`src/rtl/posit_result_packer.sv`:
```
// posit_result_packer: packs normalized posit words into lane-masked stream
// beats, buffers committed beats in a 2-entry FIFO with a registered head,
// and keeps a saturating count of accepted NaR words.
module posit_result_packer #(
   parameter int unsigned POSIT_WIDTH = 32,
   parameter int unsigned BUS_WIDTH   = 128
) (
   input  logic                                  clk,
   input  logic                                  rst_n,
   input  logic                                  posit_valid_i,
   output logic                                  posit_ready_o,
   input  logic [POSIT_WIDTH-1:0]                posit_word_i,
   input  logic                                  posit_last_i,
   output logic [BUS_WIDTH-1:0]                  m_tdata_o,
   output logic [BUS_WIDTH/POSIT_WIDTH-1:0]      m_tlane_o,
   output logic                                  m_tlast_o,
   output logic                                  m_tvalid_o,
   input  logic                                  m_tready_i,
   output logic [31:0]                           nar_count_o
);

   localparam int unsigned LANES    = BUS_WIDTH / POSIT_WIDTH;
   localparam int unsigned IDX_W    = (LANES > 1) ? $clog2(LANES) : 1;
   localparam int unsigned CNT_W    = 2;
   localparam int unsigned NAR_W    = 32;
   localparam logic [IDX_W-1:0]       LAST_IDX = IDX_W'(LANES - 1);
   localparam logic [POSIT_WIDTH-1:0] NAR_WORD = {1'b1, {(POSIT_WIDTH-1){1'b0}}};
   localparam logic [NAR_W-1:0]       NAR_MAX  = '1;

   // Reject bus/posit width combinations that do not tile into whole lanes.
   if (((BUS_WIDTH % POSIT_WIDTH) != 0) || (LANES < 1)) begin : g_bad_width
      $error("posit_result_packer: BUS_WIDTH must be a nonzero multiple of POSIT_WIDTH");
   end

   // accumulator state
   logic [IDX_W-1:0]       lane_idx_q, lane_idx_d;
   logic [BUS_WIDTH-1:0]   acc_data_q, acc_data_d;
   logic [LANES-1:0]       acc_lane_q, acc_lane_d;

   // FIFO state: head entry drives the stream outputs directly
   logic [CNT_W-1:0]       count_q, count_d;
   logic [BUS_WIDTH-1:0]   head_data_q, head_data_d;
   logic [LANES-1:0]       head_lane_q, head_lane_d;
   logic                   head_last_q, head_last_d;
   logic [BUS_WIDTH-1:0]   tail_data_q, tail_data_d;
   logic [LANES-1:0]       tail_lane_q, tail_lane_d;
   logic                   tail_last_q, tail_last_d;
   logic                   valid_q, valid_d;
   logic                   ready_q, ready_d;

   logic [NAR_W-1:0]       nar_q, nar_d;

   // merged beat and handshake terms
   logic [BUS_WIDTH-1:0]   push_data;
   logic [LANES-1:0]       push_lane;
   logic                   accept;
   logic                   commit;
   logic                   pop;

   assign accept = posit_valid_i & ready_q;
   assign pop    = valid_q & m_tready_i;
   assign commit = accept & ((lane_idx_q == LAST_IDX) | posit_last_i);

   // Merge the incoming word into the current lane of the accumulator.
   always_comb begin
      push_data = acc_data_q;
      push_lane = acc_lane_q;
      for (int unsigned i = 0; i < LANES; i++) begin
         if (lane_idx_q == IDX_W'(i)) begin
            push_data[i*POSIT_WIDTH +: POSIT_WIDTH] = posit_word_i;
            push_lane[i]                            = 1'b1;
         end
      end
   end

   // Accumulator next state: grow the partial beat or clear it on commit.
   always_comb begin
      lane_idx_d = lane_idx_q;
      acc_data_d = acc_data_q;
      acc_lane_d = acc_lane_q;
      if (commit) begin
         lane_idx_d = '0;
         acc_data_d = '0;
         acc_lane_d = '0;
      end else if (accept) begin
         lane_idx_d = lane_idx_q + IDX_W'(1);
         acc_data_d = push_data;
         acc_lane_d = push_lane;
      end
   end

   // FIFO next state; a push never arrives while full since ready is low.
   always_comb begin
      count_d     = count_q;
      head_data_d = head_data_q;
      head_lane_d = head_lane_q;
      head_last_d = head_last_q;
      tail_data_d = tail_data_q;
      tail_lane_d = tail_lane_q;
      tail_last_d = tail_last_q;
      unique case (count_q)
         CNT_W'(0): begin
            if (commit) begin
               head_data_d = push_data;
               head_lane_d = push_lane;
               head_last_d = posit_last_i;
               count_d     = CNT_W'(1);
            end
         end
         CNT_W'(1): begin
            if (commit && pop) begin
               head_data_d = push_data;
               head_lane_d = push_lane;
               head_last_d = posit_last_i;
            end else if (commit) begin
               tail_data_d = push_data;
               tail_lane_d = push_lane;
               tail_last_d = posit_last_i;
               count_d     = CNT_W'(2);
            end else if (pop) begin
               count_d     = CNT_W'(0);
            end
         end
         CNT_W'(2): begin
            if (pop) begin
               head_data_d = tail_data_q;
               head_lane_d = tail_lane_q;
               head_last_d = tail_last_q;
               count_d     = CNT_W'(1);
            end
         end
         default: begin
            count_d = count_q;
         end
      endcase
      valid_d = (count_d != CNT_W'(0));
      ready_d = (count_d != CNT_W'(2));
   end

   // Saturating NaR counter on accepted words.
   always_comb begin
      nar_d = nar_q;
      if (accept && (posit_word_i == NAR_WORD) && (nar_q != NAR_MAX)) begin
         nar_d = nar_q + NAR_W'(1);
      end
   end

   // State registers; reset drops the partial beat and all queued beats.
   always_ff @(posedge clk or negedge rst_n) begin
      if (!rst_n) begin
         lane_idx_q  <= '0;
         acc_data_q  <= '0;
         acc_lane_q  <= '0;
         count_q     <= '0;
         head_data_q <= '0;
         head_lane_q <= '0;
         head_last_q <= 1'b0;
         tail_data_q <= '0;
         tail_lane_q <= '0;
         tail_last_q <= 1'b0;
         valid_q     <= 1'b0;
         ready_q     <= 1'b1;
         nar_q       <= '0;
      end else begin
         lane_idx_q  <= lane_idx_d;
         acc_data_q  <= acc_data_d;
         acc_lane_q  <= acc_lane_d;
         count_q     <= count_d;
         head_data_q <= head_data_d;
         head_lane_q <= head_lane_d;
         head_last_q <= head_last_d;
         tail_data_q <= tail_data_d;
         tail_lane_q <= tail_lane_d;
         tail_last_q <= tail_last_d;
         valid_q     <= valid_d;
         ready_q     <= ready_d;
         nar_q       <= nar_d;
      end
   end

   assign posit_ready_o = ready_q;
   assign m_tvalid_o    = valid_q;
   assign m_tdata_o     = head_data_q;
   assign m_tlane_o     = head_lane_q;
   assign m_tlast_o     = head_last_q;
   assign nar_count_o   = nar_q;

endmodule
```
`config.mk`:
```
export PLATFORM = sky130hd
export DESIGN_NAME = posit_result_packer
export DESIGN_NICKNAME = d
export VERILOG_FILES = /design/src/rtl/posit_result_packer.sv
export SDC_FILE = /design/constraint.sdc
export NUM_CORES = 1
export LEC_CHECK = 0
export ABC_AREA = 1
export CAP_MARGIN = 20
export CORE_UTILIZATION = 52
export DETAILED_ROUTE_END_ITERATION = 10
export GPL_TIMING_DRIVEN = 0
export PLACE_DENSITY_LB_ADDON = 0.05
export RECOVER_POWER = 100
export SETUP_SLACK_MARGIN = 0.4
export SYNTH_ARGS = -nofsm -noshare
export SYNTH_HDL_FRONTEND = slang
export SYNTH_SLANG_ARGS = --single-unit
```
`constraint.sdc`:
```
create_clock -name clk -period 1.7 [get_ports clk]
set_input_delay 0.34 -clock clk [delete_from_list [all_inputs] [get_ports clk]]
set_output_delay 0.34 -clock clk [all_outputs]
set_load 0.005 [all_outputs]
```
==> flow_metrics.tcl <==
set metrics [dict create \
    startpoint_type "flip-flop" \
    slew_viol_final 0 \
    die_width_um 197 \
    final_common_cell "nand2_1" \
    routed-wl-met2_um 30500 \
    regToRegStartpoint "posit_ready_o" \
    met1Wirelength_um 27400 \
    drive_gt1_frac 0.243 \
    dieArea_um2 38800 \
    area_delta_synth_final_pct 39.0 \
    antenna_left 0 \
    seq_area_frac_synth 0.553 \
    avgSynthCellArea_um2 8.46 \
    synth_warnings 0 \
    failed_checks "negative setup slack" \
    met3WireLength_um 5330 \
    final_cell_mix "477 x nand2_1, 421 x dfrtp_1, 241 x nor2_1" \
    synth_area_um2 19700 \
    grt_pass1_vias 17500 \
    clock_latency_ns 0.57 \
    p_leak_nw 11.9 \
    antenna_found_initial 0 \
    p_per_area_nw_per_um2 1880 \
    start_util 0.527 \
    placement.io_buffers 203 \
    reg2reg_slack_ns -0.30 \
    tns_ns -85.88 \
    drt_iter0_drc 1694 \
    grt_pass1_wl_um 98900 \
    via_count 18500 \
    drv_cap 0 \
    grt_usage 0.331 \
    n_fill_cell 2790 \
    synth_cell_types 30 \
    gp_congestion 0.906 \
    critical_path.max_fanout 10 \
    overflow 0 \
    num_antenna_cells 0 \
    required_ns 2.19 \
    multi_input_area_um2 8790 \
    synth_cells 2334 \
    hp-class "in -> async" \
    hpwlAfterDp_um 41600 \
    dpl-instance-area_um2 23000 \
    status "complete, but fails checks" \
    ios 204 \
    core_um2 37500 \
    irDropWorstVdd_v 0.00116 \
    period_share 1.18 \
    wirelength_um 66500 \
    highest_layer "met4" \
    min_period_ns 2.00 \
    arrival_ns 2.49 \
    cts-buffers-inserted 46 \
    h-tree-depth 2 \
    crit_start "posit_ready_o" \
    nNetsFinal 2710 \
    syn-num-nets 2376 \
    slew_headroom 0.211 \
    hold_viol 0 \
    setup_slack_ns -0.301 \
    clk_pin_slew_ns 0.06 \
    ctsLongestPathBuffers 3 \
    fin_util 0.732 \
    avgViaCountPerCell 5.76 \
    grt_max_degree 111 \
    cts_tree "yes" \
    die_h_um 197 \
    fmax_mhz 500 \
    power_mw 51.6 \
    finalSetupViolations 566 \
    wl_per_cell_um 20.7 \
    critPathCaptureType "flip-flop" \
    dr.pass1.iters 6 \
    drc_errors 0 \
    clkSinkCount 436 \
    ys_seq_elements 436 \
    rsz0062_at_grt "yes" \
    final_cell_area_um2 27400 \
    ctsRootBufferMaster "clkbuf_16" \
    regArea_um2 10900 \
    critPathKind "reg -> reg" \
    tightestPinTransition_ns 1.18 \
    rows 71 \
    clock_skew_ns 0.0158 \
]
==> cells by family after synthesis <==
group                    share of synthesized area
flip-flops                                   0.553
buffers and inverters                       0.0717
XOR/XNOR                                   0.00621
adder cells (fa/ha/maj)                    0.00317
AO/OA/AOI/OAI                                0.194
AND/OR/NAND/NOR                              0.173
==> cell usage after synthesis (all sizes together) <==
cell type	number	area (µm²)
buf	82	448
nand2	484	1820
nor2	347	1320
o21a	1	7.51
inv	191	717
o21ai	272	1370
dfstp	1	26.3
nand3b	15	113
xnor2	4	35.0
o211ai	1	7.51
nand4	11	68.8
a22o	128	1120
nand3	13	70.1
a21oi	264	1320
ha	5	62.6
nor3	2	15.0
xor2	10	87.6
clkbuf	67	251
or2	1	6.26
dfrtp	435	10900
==> critical path, stage by stage (launching register included) <==
cell and delay [ns]:
dfstp_2 0.54, nand2_4 0.09, nor2_4 0.13, inv_2 0.07
buf_4 0.15, nor3_4 0.22, buf_4 0.16, buf_12 0.17
inv_2 0.07, o21ai_0 0.10, inv_1 0.08, buf_4 0.15
==> timing repair <==
action,CTS,global route
gates cloned,8,17
setup endpoints to repair,601,771
setup buffers,21,33
pin swaps,6,9
endpoints found under the hold margin,79,79
gates resized for setup,427,220
==> through the flow <==
step	std cells	hold slack [ns]	setup slack, ns
after CTS	3165	-0.212	-0.182
after floorplan	2334	0.0444	0.118
after global routing	3215	0.136	-0.356
after global placement	3048	0.473	-20.55
after detailed placement	3052	0.374	-0.819
final	3215	0.0375	-0.301
==> metal layers <==
metal / GRT usage / vias up
met5: 0 / -
met4: 0.155 / 0
met3: 0.0479 / 179
met2: 0.509 / 815
met1: 0.466 / 9208
li1: - / 8329
==> layout make-up <==
| class | instances | share of cell area |
|---|---|---|
| Tap cell | 511 | 0.0233 |
| Timing Repair Buffer | 286 | 0.116 |
| Sequential cell | 436 | 0.398 |
| Multi-Input combinational cell | 1558 | 0.320 |
| Clock buffer | 72 | 0.0525 |
| Buffer | 149 | 0.0561 |
| Clock inverter | 12 | 0.00506 |
| Inverter | 191 | 0.0283 |
==> state kept, by name, indices dropped and copies added, names as in the netlist, 2 cells and up <==
name	count
acc_data_q	128
m_tlane_o	4
tail_data_q	128
count_q	2
tail_lane_q	4
lane_idx_q	2
nar_count_o	32
acc_lane_q	4
m_tdata_o	128
==> final timing paths <==
path	endpoint	depth (start not counted)
max	posit_ready_o	11
min	m_tdata_o[80]	1
max reg2reg	posit_ready_o	11
min reg2reg	tail_last_q	2
max in group asynchronous	m_tdata_o[40]	3
min in group clk	tail_last_q	2
==> where the power goes <==
group	leakage, nW	switching (mW)	internal [mW]	total (mW)
Sequential	5.47	2.56	14.8	17.3
Clock	0.789	4.27	6.26	10.5
Combinational	5.61	12.8	10.9	23.8
Total	11.9	19.7	32.0	51.6
No activity file was read; power rests on OpenSTA's default activity.
